[src/rtl/iterative_divider.sv]
// Multi-cycle restoring divider for RV64M DIV/DIVU/REM/REMU.
// One quotient bit per cycle; sign fix-up happens in a separate FINISH cycle.
module iterative_divider #(
  parameter int XLEN  = 64,
  parameter int CNT_W = 7
) (
  input  logic            clk,
  input  logic            rst_n,
  input  logic            in_valid,
  output logic            in_ready,
  input  logic [1:0]      op,
  input  logic [XLEN-1:0] dividend,
  input  logic [XLEN-1:0] divisor,
  input  logic            flush,
  output logic            out_valid,
  input  logic            out_ready,
  output logic [XLEN-1:0] result
);

  // Handshake: a transfer happens on a rising edge where valid && ready are
  // both high; valid, once raised, holds its payload stable until that edge.

  typedef enum logic [1:0] {IDLE, RUN, FINISH, DONE} state_t;

  state_t            state_q, state_d;
  logic [1:0]        op_q;
  logic              sign_q, sign_r;
  logic [XLEN-1:0]   rem_q, quo_q, dvsr_q, result_q;
  logic [CNT_W-1:0]  cnt_q;

  logic              signed_op, a_neg, b_neg, div_zero, ovf, special;
  logic [XLEN-1:0]   a_abs, b_abs, special_result;
  logic [XLEN:0]     rem_shift;
  logic              ge;
  logic [XLEN-1:0]   rem_sub, q_fix, r_fix;

  // Operand decode, only meaningful while IDLE
  always_comb begin
    signed_op = ~op[0];
    a_neg     = signed_op & dividend[XLEN-1];
    b_neg     = signed_op & divisor[XLEN-1];
    a_abs     = a_neg ? (~dividend + 1'b1) : dividend;
    b_abs     = b_neg ? (~divisor + 1'b1) : divisor;
    div_zero  = (divisor == '0);
    ovf       = signed_op && (dividend == {1'b1, {(XLEN-1){1'b0}}}) && (divisor == '1);
    special   = div_zero | ovf;
    if (div_zero)
      special_result = op[1] ? dividend : '1;
    else
      special_result = op[1] ? '0 : dividend;
  end

  // Restoring step: the shifted remainder needs XLEN+1 bits before the compare,
  // but after a successful subtract it is below the divisor and fits XLEN bits.
  always_comb begin
    rem_shift = {rem_q, quo_q[XLEN-1]};
    ge        = (rem_shift >= {1'b0, dvsr_q});
    rem_sub   = rem_shift[XLEN-1:0] - dvsr_q;
    q_fix     = sign_q ? (~quo_q + 1'b1) : quo_q;
    r_fix     = sign_r ? (~rem_q + 1'b1) : rem_q;
  end

  always_comb begin
    state_d = state_q;
    case (state_q)
      IDLE:    if (in_valid) state_d = special ? DONE : RUN;
      RUN:     if (cnt_q == '0) state_d = FINISH;
      FINISH:  state_d = DONE;
      DONE:    if (out_ready) state_d = IDLE;
      default: state_d = IDLE;
    endcase
    if (flush) state_d = IDLE;
  end

  always_comb begin
    in_ready  = (state_q == IDLE);
    out_valid = (state_q == DONE);
    result    = result_q;
  end

  always_ff @(posedge clk or negedge rst_n) begin
    if (!rst_n) state_q <= IDLE;
    else        state_q <= state_d;
  end

  always_ff @(posedge clk or negedge rst_n) begin
    if (!rst_n) begin
      op_q     <= '0;
      sign_q   <= 1'b0;
      sign_r   <= 1'b0;
      rem_q    <= '0;
      quo_q    <= '0;
      dvsr_q   <= '0;
      cnt_q    <= '0;
      result_q <= '0;
    end else if (!flush) begin
      case (state_q)
        IDLE: begin
          if (in_valid) begin
            op_q   <= op;
            sign_q <= a_neg ^ b_neg;
            sign_r <= a_neg;
            if (special) begin
              result_q <= special_result;
            end else begin
              rem_q  <= '0;
              quo_q  <= a_abs;
              dvsr_q <= b_abs;
              cnt_q  <= CNT_W'(XLEN - 1);
            end
          end
        end
        RUN: begin
          rem_q <= ge ? rem_sub : rem_shift[XLEN-1:0];
          quo_q <= {quo_q[XLEN-2:0], ge};
          if (cnt_q != '0) cnt_q <= cnt_q - 1'b1;
        end
        FINISH:  result_q <= op_q[1] ? r_fix : q_fix;
        default: ;
      endcase
    end
  end

endmodule

[config.mk]
export PLATFORM = sky130hd
export DESIGN_NAME = iterative_divider
export DESIGN_NICKNAME = d
export VERILOG_FILES = /design/src/rtl/iterative_divider.sv
export SDC_FILE = /design/constraint.sdc
export NUM_CORES = 1
export LEC_CHECK = 0
export BUFFER_PORTS_ARGS = -buffer_cell sky130_fd_sc_hd__buf_2
export CAP_MARGIN = 40
export CELL_PAD_IN_SITES_DETAIL_PLACEMENT = 2
export CELL_PAD_IN_SITES_GLOBAL_PLACEMENT = 2
export CORE_ASPECT_RATIO = 1.1
export CORE_MARGIN = 2
export CORE_UTILIZATION = 39
export CTS_CLUSTER_SIZE = 14
export DETAILED_ROUTE_END_ITERATION = 16
export PLACE_DENSITY_LB_ADDON = 0.08
export SLEW_MARGIN = 20
export SYNTH_ARGS = -nofsm -noshare
export SYNTH_HDL_FRONTEND = slang
export SYNTH_SLANG_ARGS = --single-unit
[constraint.sdc]
create_clock -name clk -period 6.4 [get_ports clk]
set_clock_uncertainty 0.2 [all_clocks]
set_input_delay 0.64 -clock clk [delete_from_list [all_inputs] [get_ports clk]]
set_output_delay 0.64 -clock clk [all_outputs]
set_load 0.02 [all_outputs]
# Yosys cells after proc, flatten, opt, wreduce, memory -nomap -nowiden
# Index checks and enable logic that the tools add are counted.
# Widths: inputs -> output; s select.
dict set report word_totals {
  register_bits 269
  input_bits 135
  out_inout_bits 66
  word_cells 81
}
dict set report op_classes {
  n_addsub 6
  magnitude_cmp 1
  eq_ne 12
  muxes 28
  n_bitwise 11
  reduce_logical 14
}
# op n
set op_table {}
lappend op_table {{$mux 64} 15}
lappend op_table {{$pmux 64 s2} 3}
lappend op_table {{$add 64x1->64 const B} 4}
lappend op_table {{$not 64->64} 4}
lappend op_table {{$eq 64x64->1 const B} 2}
lappend op_table {{$ge 65x64->1} 1}
lappend op_table {{$logic_not 64->1} 1}
lappend op_table {{$sub 64x64->64} 1}
lappend op_table {{$mux 7} 3}
lappend op_table {{$pmux 7 s2} 1}
lappend op_table {{$reduce_and 4->1} 3}
lappend op_table {{$mux 2} 5}
lappend op_table {{$pmux 2 s4} 1}
lappend op_table {{$logic_not 7->1} 1}
lappend op_table {{$reduce_bool 7->1} 1}
lappend op_table {{$sub 7x1->7 const B} 1}
lappend op_table {{$ne 2x2->1 const B} 3}
lappend op_table {{$ne 3x2->1 const B} 2}
lappend op_table {{$reduce_and 3->1} 2}
lappend op_table {{$reduce_and 5->1} 1}
lappend op_table {{$eq 2x2->1 const B} 2}
lappend op_table {{$reduce_bool 2->1} 2}
lappend op_table {{$ne 3x3->1 const B} 1}
lappend op_table {{$not 1->1} 3}
lappend op_table {{7 further kinds} 9}

# Depth between registers and ports, before layout
dict set report logic_depth {
  depth_word 8
  depth_mapped 15
  ltp_nobuf 14
}

# Worst setup path before layout
# No wires, ideal clock.
dict set report synth_path {
  path_kind {input to register}
  from {input divisor[49]}
  to {register rem_q[63]}
  setup_time_ns 0.101
  arrival_time_ns 3.455
  required_time_ns 6.099
  slack_ns 2.644
  stages 10
  n_path_buf 1
  path_cell_list {or4_1 -> or4_4 -> or3_4 -> nor4_4 -> a22oi_2 -> a21boi_2 -> buf_6 -> a21oi_2 -> a2111o_1 -> o32ai_1}
}
dict set report synth_between {
  elab_chain_len 5
  elab_cells_between_ends 6
  classes_between {2 x eq/ne; 1 x bitwise; 3 x reduce/logical}
}
# element line_no
set synth_rtl {}
lappend synth_rtl {{from (decl)} 13} ;# input logic [XLEN-1:0] divisor,
lappend synth_rtl {{$eq 64x64->1} 45} ;# ovf = signed_op && (dividend == {1'b1, {(XLEN-1){1'b0}}}) && (divisor == '1);
lappend synth_rtl {{$logic_and 1x1->1} 45}
lappend synth_rtl {{$or 1x1->1 *} 46} ;# special = div_zero | ovf;
lappend synth_rtl {{$ne 2x2->1 (no line) *} -}
lappend synth_rtl {{$reduce_and 4->1 (no line) *} -}
lappend synth_rtl {{to (signal assigned)} 114} ;# rem_q <= ge ? rem_sub : rem_shift[XLEN-1:0];
lappend synth_rtl {{to (decl)} 28} ;# logic [XLEN-1:0] rem_q, quo_q, dvsr_q, result_q;
# Mark *: on every way between the ends. The rest lies on a longest branch, timed or not.
# A chain may end at the register's enable or synchronous reset.

# Final worst setup path
dict set report layout_path {
  from {register rem_q[9]}
  to {register rem_q[63]}
}
dict set report layout_between {
  elab_chain_len 3
  elab_cells_between_ends 4
  classes_between {1 x add/sub; 1 x order compare; 2 x mux}
}
# element line_no
set layout_rtl {}
lappend layout_rtl {{$sub 64x64->64 or $ge 65x64->1 (tied branches)} {58, 57}}
lappend layout_rtl {{$mux 64 *} 114}
lappend layout_rtl {{$pmux 64 s2 *} 97} ;# case (state_q)
# Marks and branches as above.

==> results.toml <==
[logic_synthesis]
syn_nets = 3119
ys.flop_type = "dfrtp_1"
netlist_instances = 2908
syn-cell-area_um2 = 22300
synth_edf_count = 0
synth_seq_area_share_pct = 30.1
ys_warn_count = 0
synth.avg_cell_area_um2 = 7.66
synth_seq_cells = 268
ys_async_sr_fraction_pct = 100
synthDistinctLibCells = 75

[global_routing]
grt_pass1_wl_mm = 147
global_route.usage.total_pct = 31.6
grt_overflow = 0
grt_max_degree = 124
grt_pass1_vias = 24444
antenna_found_initial = 1

[timing]
fmax_mhz = 205
finalSetupViolations = 0
period_needed_ns = 4.87
slew_headroom_pct = 38.3
tns_ns = 0
period_share_pct = 76.1
tightest_slew_ns = 0.917
drv_slew = 0
hold_viol_final = 0
rsz0062_at_grt = "no"

[critical_path]
crit_type = "flop to flop"
cp.required_ns = 6.65
reg2regPathDepth = 11
cp_max_fo = 6
slowest_delay_ns = 0.55
cpMostUsedCell = "nor3_1"
path_cells = "ha_1 -> nand4_1 -> nor2_1 -> a21boi_0 -> o21ai_0 -> a2111oi_0 -> nor3_1 -> o22ai_1 -> a311o_1 -> nor3_1 -> o32ai_1"
critical_path.endpoint_type = "flop"
startpoint_type = "flop"
startpoint = "rem_q[9]$_DFFE_PN0P_"
slowest_stage = "a2111oi_0"
crit_arrival_ns = 5.12
r2r-start = "rem_q[9]$_DFFE_PN0P_"

[cts]
htreeDepth = 2
post_cts_resized = 0
cts_buffers = 35
clk_pin_slew_ns = 0.06
clk_latency_ns = 0.57
cts_sinks = 268
cts_buffer_depth = 3
post_cts_buffers = 0
clockRootBuffer = "clkbuf_16"
cts_tree = "done"

[floorplan]
die_x_um = 232
die_area_um2 = 59000
rows = 91
ios = 201
fp.coreArea_um2 = 56200
start_util_pct = 39.6
die_y_um = 255

[layout]
syn2layout_area_growth_pct = 12.9
n_fill_cell = 6599
drive_gt1_share_pct = 11.4
finalNetCount = 3222
fin_area_um2 = 25100
multi_input_area_um2 = 14500
ff_latch_area_um2 = 6710

[run]
maxCapViolCount = 0

[placed_design]
io_buffers = 200
gp_congestion = 0.927
hpwl_mm = 72.6
place_area_um2 = 23900

[routing]
post_drt_wl_per_cell_um = 25.0
first_iter_violations = 1365
antenna_left = 0
first_pass_iters = 7
drc = 0
route.vias.total = 23132
wl_mm = 94.4
viasPerCell = 6.12

[power]
p_per_area_nw_per_um2 = 513
ir_drop_mv = 0.211
p_leak_nw = 10.9

[min_path]
hp-start = "flush"
hp-class = "input pin to flop"
hold_depth = 2

[status]
status = "finished, final reports clean"
==> sequential cells by signal, indices dropped and copies added, names as in the netlist <==
name,count
cnt_q,7
dvsr_q,64
op_q,1
quo_q,64
rem_q,64
result,64
sign_q,1
sign_r,1
state_q,2
==> where the power goes <==
group	internal [mW]	switching [mW]
combinational	2.74	4.85
clock	1.13	0.819
sequential	2.36	0.986
total	6.23	6.65
==> final timing paths <==
path                                           to  slack, ns
max                         rem_q[63]$_DFFE_PN0P_       1.53
min                        state_q[0]$_DFFE_PN0P_       0.19
max reg2reg                 rem_q[63]$_DFFE_PN0P_       1.53
min reg2reg                result[32]$_DFFE_PN0P_       0.27
max in group asynchronous  dvsr_q[59]$_DFFE_PN0P_       4.27
min in group asynchronous   result[9]$_DFFE_PN0P_       0.45
==> timing repair <==
action                                  4_1_cts  5_1_grt
hold endpoints to repair                     74        0
endpoints found under the setup margin        0        0
hold buffers                                  1        0
==> worst max-delay path, delay by kind of cell (launching register included) <==
kind,cells,cell delay [ns]
compound gates,6,2.56
simple gates,4,1.02
flops,1,0.50
fa+ha+maj,1,0.45
==> cells in the final DEF, fill, tap and decap left out, drive strengths merged, types with 8 or more instances in the layout <==
master,Yosys,routed
a211oi,19,19
and2,8,8
o21bai,16,16
nor4,27,27
dfrtp,268,268
o41ai,31,31
and3,10,10
a21o,61,61
or4,34,34
o211ai,68,68
nor3,60,60
o21ai,325,325
buf,39,247
o31ai,70,70
clkinv,2,9
nor2b,10,10
xnor2,162,162
nand2b,22,22
or3,48,48
xor2,135,135
a31oi,28,28
or2,16,16
a21oi,303,303
o21a,9,9
nand3,35,35
clkbuf,147,55
mux2i,49,49
ha,75,75
inv,110,110
o221ai,8,8
nand2,337,337
nor2,238,238
nand4,61,61
==> cell type report <==
class / instances / share of cell area, %
clock inverters: 8 / 0.169
diodes: 1 / 0.00996
multi-input cells: 2342 / 57.5
flip-flops and latches: 268 / 26.7
clock buffers: 52 / 4.19
well taps: 744 / 3.70
repair buffers: 252 / 6.03
inverters: 112 / 1.67
==> metrics by stage <==
stage | power, mW | hold slack, ns | setup WS, ns | util, % | cells
floorplan | 8.13 | 0.144 | 2.64 | - | 2908
global placement | 10.3 | 0.255 | 1.47 | 42.4 | 3704
detailed placement | 10.8 | 0.265 | 1.23 | 42.6 | 3710
CTS | 12.8 | 0.160 | 1.56 | 44.5 | 3771
global route | 13.8 | 0.188 | 1.36 | 44.7 | 3779
finish | 12.9 | 0.185 | 1.53 | 44.7 | 3779
==> routing by layer <==
layer | global-route usage (%) | vias up | wire length (um) | share of wire [%]
li1 | - | 10625 | - | -
met1 | 42.3 | 11872 | 42300 | 45
met2 | 53.9 | 492 | 45500 | 48
met3 | 3.19 | 143 | 3770 | 4.0
met4 | 9.60 | 0 | 2750 | 2.9
met5 | 0 | - | 0 | 0
==> cells in the mapped netlist (60+ instances only) <==
library cell  number  share of area [%]
a21o_1            61                2.1
a21oi_1          302                6.8
clkbuf_1         147                2.5
dfrtp_1          268                 30
ha_1              75                4.2
inv_1            110                1.9
nand2_1          337                5.7
nand4_1           61                1.7
nor2_1           237                4.0
nor3_1            60                1.3
o211ai_1          68                2.3
o21ai_0          320                7.2
o31ai_1           70                2.4
xnor2_1          162                6.4
xor2_1           135                5.3
==> cell families (layout without fill, tap and decap cells) <==
| group | after synthesis | in the layout | share of synthesized area (%) |
|---|---|---|---|
| AOI/OAI and AO/OA | 987 | 987 | 26.5 |
| and+or+nand+nor | 930 | 930 | 19.8 |
| buffers and inverters | 298 | 424 | 5.20 |
| xor gates and xnor gates | 297 | 297 | 11.7 |
| DFF | 268 | 268 | 30.1 |
| adders and majority gates | 76 | 76 | 4.31 |
| muxes | 52 | 52 | 2.35 |
| other | 0 | 1 | 0 |
(Power assumes the default switching activity.)
